==> config.mk <==
export PLATFORM = sky130hd
export DESIGN_NAME = uart_echo_buffer
export DESIGN_NICKNAME = d
export VERILOG_FILES = /design/src/rtl/uart_pkg.sv /design/src/rtl/uart_byte_fifo.sv /design/src/rtl/uart_echo_buffer.sv
export SDC_FILE = /design/constraint.sdc
export NUM_CORES = 1
export LEC_CHECK = 0
export CORE_UTILIZATION = 40
export CTS_BUF_LIST = sky130_fd_sc_hd__clkbuf_8
export DETAILED_ROUTE_END_ITERATION = 10
export HOLD_SLACK_MARGIN = 0.03
export RECOVER_POWER = 100
export SLEW_MARGIN = 30
export SYNTH_ARGS = -nofsm -noshare
export SYNTH_HDL_FRONTEND = slang
export SYNTH_SLANG_ARGS = --single-unit
export TNS_END_PERCENT = 20
==> constraint.sdc <==
create_clock -name clk -period 6.7 [get_ports clk]
set_input_delay 0.67 -clock clk [delete_from_list [all_inputs] [get_ports clk]]
set_output_delay 0.67 -clock clk [all_outputs]
set_load 0.1 [all_outputs]
==> src/rtl/uart_pkg.sv <==
// uart_pkg: shared constants and types for the UART echo design.
// The RX, TX and echo buffer stages all use the byte width, the escape
// constants and the mode type defined here.
package uart_pkg;

    localparam int UART_BYTE_W = 8;

    localparam logic [UART_BYTE_W-1:0] ESC_PREFIX     = 8'hFF;
    localparam logic [3:0]             ESC_CMD_NIBBLE = 4'hF;

    typedef logic [3:0] uart_mode_t;

    localparam uart_mode_t MODE_RESET_DEFAULT = 4'd1;

    typedef enum logic {
        ESC_IDLE  = 1'b0,
        ESC_ARMED = 1'b1
    } esc_state_t;

    // A mode command is any byte with the command high nibble other than
    // the prefix itself, which instead re-arms the parser.
    function automatic logic is_mode_cmd(input logic [UART_BYTE_W-1:0] b);
        return (b[7:4] == ESC_CMD_NIBBLE) && (b != ESC_PREFIX);
    endfunction

endpackage

==> src/rtl/uart_byte_fifo.sv <==
// uart_byte_fifo: first-word-fall-through byte FIFO with sticky overflow.
//   clk, rst_n       clock, async active-low reset
//   wr_en, wr_data   write strobe and data (no backpressure; dropped when full)
//   rd_data          head entry, valid while rd_valid=1
//   rd_valid         FIFO not empty
//   rd_ready         consumer accepts the head entry this cycle
//   level            number of stored entries, 0..DEPTH
//   empty, full      decoded from level
//   overflow         sticky, set when a write is dropped
//   ovf_clr          synchronous clear of overflow (a same-cycle drop wins)
module uart_byte_fifo #(
    parameter int DEPTH = 16,
    parameter int W     = 8,
    localparam int AW   = $clog2(DEPTH),
    localparam int LW   = $clog2(DEPTH) + 1
) (
    input  logic          clk,
    input  logic          rst_n,
    input  logic          wr_en,
    input  logic [W-1:0]  wr_data,
    output logic [W-1:0]  rd_data,
    output logic          rd_valid,
    input  logic          rd_ready,
    output logic [LW-1:0] level,
    output logic          empty,
    output logic          full,
    output logic          overflow,
    input  logic          ovf_clr
);

    logic [W-1:0]  mem [DEPTH];
    logic [AW-1:0] wr_ptr;
    logic [AW-1:0] rd_ptr;
    logic          push;
    logic          pop;
    logic          drop;

    assign empty    = (level == '0);
    assign full     = (level == LW'(DEPTH));
    assign rd_valid = !empty;
    assign rd_data  = mem[rd_ptr];

    // A pop in the same cycle frees a slot, so a full FIFO can still accept.
    assign pop  = rd_valid && rd_ready;
    assign push = wr_en && (!full || pop);
    assign drop = wr_en && full && !pop;

    always_ff @(posedge clk) begin
        if (push) begin
            mem[wr_ptr] <= wr_data;
        end
    end

    always_ff @(posedge clk or negedge rst_n) begin
        if (!rst_n) begin
            wr_ptr   <= '0;
            rd_ptr   <= '0;
            level    <= '0;
            overflow <= 1'b0;
        end else begin
            if (push) begin
                wr_ptr <= wr_ptr + AW'(1);
            end
            if (pop) begin
                rd_ptr <= rd_ptr + AW'(1);
            end
            case ({push, pop})
                2'b10:   level <= level + LW'(1);
                2'b01:   level <= level - LW'(1);
                default: level <= level;
            endcase
            if (drop) begin
                overflow <= 1'b1;
            end else if (ovf_clr) begin
                overflow <= 1'b0;
            end
        end
    end

endmodule

==> src/rtl/uart_echo_buffer.sv <==
// uart_echo_buffer: buffers received bytes for echo and snoops the RX stream
// for the mode escape (0xFF followed by 0xFn), driving the shared UART mode.
//   clk, rst_n          clock, async active-low reset
//   rx_data, rx_valid   received byte and its one-cycle strobe
//   tx_data, tx_valid   head byte offered to TX
//   tx_ready            TX accepts the head byte
//   mode                current UART mode to RX and TX
//   armed               escape prefix seen, waiting for the mode byte
//   level, empty, full  FIFO occupancy
//   overflow, ovf_clr   sticky drop flag and its clear
//
// Escape parser states:
//   state     | meaning
//   ESC_IDLE  | no prefix pending
//   ESC_ARMED | 0xFF seen; next byte decides whether mode changes
module uart_echo_buffer
    import uart_pkg::*;
#(
    parameter int         DEPTH      = 16,
    parameter uart_mode_t MODE_RESET = MODE_RESET_DEFAULT,
    localparam int        LW         = $clog2(DEPTH) + 1
) (
    input  logic                   clk,
    input  logic                   rst_n,
    input  logic [UART_BYTE_W-1:0] rx_data,
    input  logic                   rx_valid,
    output logic [UART_BYTE_W-1:0] tx_data,
    output logic                   tx_valid,
    input  logic                   tx_ready,
    output uart_mode_t             mode,
    output logic                   armed,
    output logic [LW-1:0]          level,
    output logic                   empty,
    output logic                   full,
    output logic                   overflow,
    input  logic                   ovf_clr
);

    esc_state_t state;
    esc_state_t state_nxt;
    logic       mode_load;

    // Every byte is echoed, escape bytes included.
    uart_byte_fifo #(
        .DEPTH (DEPTH),
        .W     (UART_BYTE_W)
    ) u_fifo (
        .clk      (clk),
        .rst_n    (rst_n),
        .wr_en    (rx_valid),
        .wr_data  (rx_data),
        .rd_data  (tx_data),
        .rd_valid (tx_valid),
        .rd_ready (tx_ready),
        .level    (level),
        .empty    (empty),
        .full     (full),
        .overflow (overflow),
        .ovf_clr  (ovf_clr)
    );

    always_ff @(posedge clk or negedge rst_n) begin
        if (!rst_n) begin
            state <= ESC_IDLE;
        end else begin
            state <= state_nxt;
        end
    end

    // The parser sees every strobe, even ones the FIFO drops. A repeated
    // prefix keeps the parser armed.
    always_comb begin
        state_nxt = state;
        if (rx_valid) begin
            if (rx_data == ESC_PREFIX) begin
                state_nxt = ESC_ARMED;
            end else begin
                state_nxt = ESC_IDLE;
            end
        end
    end

    always_comb begin
        armed     = (state == ESC_ARMED);
        mode_load = rx_valid && (state == ESC_ARMED) && is_mode_cmd(rx_data);
    end

    always_ff @(posedge clk or negedge rst_n) begin
        if (!rst_n) begin
            mode <= MODE_RESET;
        end else if (mode_load) begin
            mode <= rx_data[3:0];
        end
    end

endmodule

==> results_dict.tcl, run 1 <==
set metrics [dict create \
    switchingPower_mw 1.32 \
    die_w_um 124 \
    holdCritPathClass "in2async" \
    mostFrequentLayoutCells "edfxtp_1 (128), mux4_2 (32), dlygate4sd3_1 (32), dfrtp_1 (17), clkbuf_8 (17)" \
    cts.clk_slew.worst_paths_ns 0.07 \
    cp_data_required_time_ns 6.03 \
    grt_max_degree 29 \
    final_layout_size_suffix_gt1_share_pct 17.6 \
    ys_ff_latch 147 \
    fin_ws_ns 2.67 \
    p_per_area_nw_per_um2 464 \
    synthCells 315 \
    io_buffer_count 34 \
    switching_share_pct 41.7 \
    drv_cap 0 \
    ctsRootBufferMaster "clkbuf_8" \
    drt_pass1_iterations 4 \
    drtIter0Drc 274 \
    syn_to_final_growth_pct 14.4 \
    path_cells "buf_4 > mux4_2 > a22oi_1 > nand2_1 > dlygate4sd3_1" \
    syn-cell-area_sq_um 5980 \
    max-slew-margin-rel_pct 30.2 \
    via_per_inst 5.41 \
    async_flop_share_pct 12.9 \
    reg2reg_depth 9 \
    routedWlPerCell_um 21.6 \
    grtUsageTotal_pct 16.7 \
    synth.net_count 337 \
    max_freq_mhz 248 \
    synth_edf_count 128 \
    cts_buffer_depth 2 \
    die_y_um 124 \
    antenna_found_initial 0 \
    via_count 2990 \
    cts_tree "done" \
    cts_resized 0 \
    fin_nets 381 \
    clock_power_share_pct 19.3 \
    synth_ff_type "edfxtp_1" \
    ys_seq_area_share_pct 72.3 \
    grt_overflow 0 \
    yosysWarnings 0 \
    wl_um 11900 \
    cp_max_fo 28 \
    setup_tns_ns 0 \
    crit_type "reg2out" \
    grt_pass1_wl_um 18700 \
    place_hpwl_um 7690 \
    die-area_sq_um 15400 \
    cts_hold_buf 0 \
    synth_cell_type_count 42 \
    io_pins 35 \
    dp_slack_ns 3.01 \
    fin_skew_ns 0.00633 \
    fin_crit_ns 4.03 \
    p_leak_nw 2.33 \
    maxSlewViolCount 0 \
    clk-insertion-delay-late_ns 0.44 \
    cp_slowest_stage_delay_ns 0.95 \
    slowest_stage "dlygate4sd3_1" \
    p_comb_share_pct 42.7 \
    cp_top_family "buffers and inverters" \
    drc 0 \
    antenna_left 0 \
    cp-end-kind "primary output" \
    crit_buf_inv 2 \
    antennaDiodeCount 0 \
    path_depth 5 \
    setup_viol 0 \
    cts_sinks 147 \
    cts_buffers 17 \
    fin_crit_sh_pct 60.2 \
    irDropWorstVdd_uv 284 \
    htree_levels 4 \
    rows 44 \
    grt_pass1_vias 3188 \
    hold_viol 0 \
    final_common_cell "edfxtp_1" \
    core_area_sq_um 14500 \
    arrival_ns 3.36 \
    cp-start-kind "flop" \
    cts_setup_buffers 0 \
    seqPwrFrac_pct 37.9 \
    routabilityCongestion 0.774 \
    p_int_mw 1.85 \
    worst_pin_slew_ns 1.05 \
    start_util_pct 41.1 \
    rsz0062_at_grt "false" \
    postSynthAreaPerCell_sq_um 19.0 \
    status "finished, final reports clean" \
    power_mw 3.17 \
]
[sequential cells by signal (all words and copies together) (netlist names)]
name	count
u_fifo.mem	128
u_fifo.level	5
mode	4
u_fifo.rd_ptr	4
u_fifo.wr_ptr	4
armed	1
u_fifo.overflow	1
[per-layer routing]
layer,track usage [%],part of all wire (%)
met5,0,0
met4,6.66,1.8
met3,4.08,3.7
met2,25.7,49
met1,22.8,46
[cell usage after synthesis (2+ instances only)]
library cell  number  area share, %
buf_1              2           0.13
nor2_1             5           0.31
and2_1            18            1.9
edfxtp_1         128             64
nor2b_1            2           0.21
mux2_2             4           0.75
o211ai_1           2           0.25
o22a_1             2           0.29
a22o_1             2           0.29
buf_2              5           0.42
clkbuf_1           6           0.38
a21oi_1            2           0.17
nand2_1           11           0.69
a22oi_1           16            2.0
xnor2_1            8            1.2
nand2b_1           3           0.31
nor4_1             2           0.21
mux4_2            32             12
dfrtp_1           18            7.5
ha_1               8            1.7
and4_1             2           0.29
inv_1              9           0.56
o21ai_0            2           0.17
nand3_1            8           0.67
[power groups by stage]
stage               Clock [mW]  Sequential [mW]  Combinational (mW)
finish                   0.614             1.20                1.36
global placement             0             1.22                1.40
global route             0.666             1.22                1.44
detailed placement           0             1.23                1.41
floorplan                    0             1.30               0.998
CTS                      0.629             1.21                1.41
[through the flow]
stage                     hold slack, ns  std cells  util, %  instance area [sq um]
after floorplan                    0.374        315        -                   5980
after global placement             0.501        524     44.9                   6530
after detailed placement           0.511        524     44.9                   6530
after CTS                          0.529        553     47.2                   6860
after global routing               0.462        553     47.1                   6840
final                              0.394        553     47.1                   6840
[cell families (layout without fill, tap and decap cells)]
kind of cell	count (synthesis)	in the layout	synth area share, %
AO/OA/AOI/OAI	32	32	4.25
XOR/XNOR	9	9	1.32
adder cells (fa/ha/maj)	9	9	2.01
buffers and inverters	23	77	1.55
flip-flops	147	147	72.3
multiplexers	37	37	13.1
AND/OR/NAND/NOR	58	58	5.57
[worst paths after layout]
path / from / endpoint / slack (ns)
max: u_fifo.rd_ptr[0] / tx_data[3] / 2.67
min: rst_n / u_fifo.level[3] / 0.39
max reg2reg: u_fifo.level[1] / u_fifo.level[4] / 3.88
min reg2reg: mode[2] / mode[2] / 0.52
max in group asynchronous: rst_n / u_fifo.rd_ptr[0] / 5.60
min in group clk: mode[2] / mode[2] / 0.52
[area by class of cell]
cell class                 instances  area (sq um)
fill                            1268          7690
sequential                       147          4320
multi-input combinational        145          1560
timing repair buffer              38           357
clock buffer                      17           234
tap                              184           230
clock inverter                    12           103
inverter                          10          37.5
Power figures use the tool's default switching activity.
==> run 2, diff against run 1 <==
==> constraint.sdc (replaced) <==
create_clock -name clk -period 3.6 [get_ports clk]
set_input_delay 0.36 -clock clk [delete_from_list [all_inputs] [get_ports clk]]
set_output_delay 0.36 -clock clk [all_outputs]
set_load 0.1 [all_outputs]
==> run 2 against run 1 <==
Compared with the run above:
- final cell count rose by 1.6%
- register-to-register slack got worse by 2.8 ns
- worst hold slack improved by 0.10 ns
- sequential power rose by 85%
- total power rose by 92%
- critical path type unchanged
- sequential share of layout area fell by 0.45 points
==> results_dict.tcl, run 2 (synthesis results as in run 1) <==
set metrics [dict create \
    die-area_sq_um 15400 \
    hp-start "ovf_clr" \
    antennaDiodeCount 0 \
    via_count 3042 \
    largest_reg_flops 128 \
    fin_crit_ns 3.14 \
    fin_ws_ns 0.464 \
    io_buffer_count 34 \
    drtIter0Drc 291 \
    wl_um 11800 \
    worst_pin_slew_ns 1.17 \
    status "finished, final reports clean" \
    htree_levels 4 \
    core_area_sq_um 14500 \
    place_hpwl_um 7860 \
    final_layout_size_suffix_gt1_share_pct 20.4 \
    rows 44 \
    cp-end-kind "primary output" \
    cts.clk_slew.worst_paths_ns 0.07 \
    whs_ns 0.499 \
    grt_pass1_wl_um 18400 \
    p_int_mw 3.57 \
    final_common_cell "edfxtp_1" \
    drt_pass1_iterations 4 \
    antenna_found_initial 0 \
    reg2reg_from "u_fifo.level[1]" \
    io_pins 35 \
    max_freq_mhz 319 \
    holdCritPathClass "in2reg" \
    switching_share_pct 41.3 \
    antenna_left 0 \
    cts_tree "done" \
    hold_viol 0 \
    fin_skew_ns 0.0103 \
    switchingPower_mw 2.51 \
    irDropWorstVdd_uv 832 \
    cts_setup_buffers 0 \
    p_leak_nw 2.35 \
    routedWlPerCell_um 21.1 \
    fin_nets 388 \
    cp_data_required_time_ns 3.24 \
    cts_sinks 147 \
    arrival_ns 2.78 \
    fin_crit_sh_pct 87.1 \
    drc 0 \
    largest-register "u_fifo.mem" \
    critical_path.startpoint "u_fifo.rd_ptr[0]" \
    cp-start-kind "flop" \
    drv_cap 0 \
    clk-insertion-delay-late_ns 0.45 \
    power_mw 6.08 \
    seqPwrFrac_pct 36.6 \
    clock_power_share_pct 21.5 \
    setup_viol 0 \
    maxSlewViolCount 0 \
    cp_max_fo 29 \
    via_per_inst 5.41 \
    crit_type "reg2out" \
    cts_buffer_depth 2 \
    dp_slack_ns 0.796 \
    die_y_um 124 \
    mostFrequentLayoutCells "edfxtp_1 (128), mux4_2 (32), dlygate4sd3_1 (21), dfrtp_1 (18), clkbuf_8 (17)" \
    start_util_pct 41.1 \
    ctsRootBufferMaster "clkbuf_8" \
    setup_tns_ns 0 \
    die_w_um 124 \
    max-slew-margin-rel_pct 22.7 \
    p_comb_share_pct 42.0 \
    grt_max_degree 34 \
    routabilityCongestion 0.776 \
    syn_to_final_growth_pct 15.2 \
    p_per_area_nw_per_um2 883 \
    grt_pass1_vias 3168 \
    final_util_pct 47.4 \
    grt_overflow 0 \
    cts_buffers 17 \
    reg_top3 "u_fifo.mem x128, u_fifo.level x5" \
    grtUsageTotal_pct 16.6 \
    rsz0062_at_grt "false" \
]
run 2: stage by stage:
| stage | cell area (sq um) | instances |
|---|---|---|
| floorplan | 5980 | 315 |
| global placement | 6560 | 530 |
| detailed placement | 6560 | 530 |
| CTS | 6960 | 561 |
| global route | 6890 | 562 |
| finish | 6890 | 562 |
run 2: worst max-delay path, cell delays in order (launching register included):
cell and delay, ns:
dfrtp_1 0.60, buf_12 0.31, mux4_2 0.57, a22oi_1 0.36, nand2_1 0.10, clkbuf_2 0.38
run 2: timing repair:
item / 4_1_cts / 5_1_grt
resized for setup: 0 / 0
hold buffers: 0 / 1
hold endpoints to repair: 0 / 18
run 2: area by class of cell:
type                    instances  area (sq um)
clock buffers                  17           234
clock inverters                14           171
fillers                      1242          7650
inverters                      10          37.5
multi-input cells             145          1550
flip-flops and latches        147          4320
well taps                     184           230
repair buffers                 45           348
run 2: path summary, 6_finish.rpt:
path | slack, ns | endpoint | depth (start not counted)
setup / recovery | 0.46 | tx_data[3] | 5
hold / removal | 0.50 | u_fifo.overflow | 2
setup reg to reg | 1.09 | u_fifo.level[4] | 10
hold reg to reg | 0.51 | mode[1] | 1
max in group asynchronous | 2.33 | u_fifo.rd_ptr[1] | 2
min in group asynchronous | 0.62 | mode[2] | 2
run 2: routing by layer:
metal | global-route usage (%) | wire length [um]
met5 | 0 | 0
met3 | 4.64 | 649
met4 | 6.17 | 227
met2 | 25.5 | 5730
met1 | 22.5 | 5230
run 2: power by group through the flow:
stage	clock network (mW)	logic, mW	registers [mW]
floorplan	0	1.86	2.41
global placement	0	2.65	2.25
detailed placement	0	2.67	2.26
CTS	1.33	2.67	2.23
global route	1.39	2.71	2.25
finish	1.31	2.55	2.22
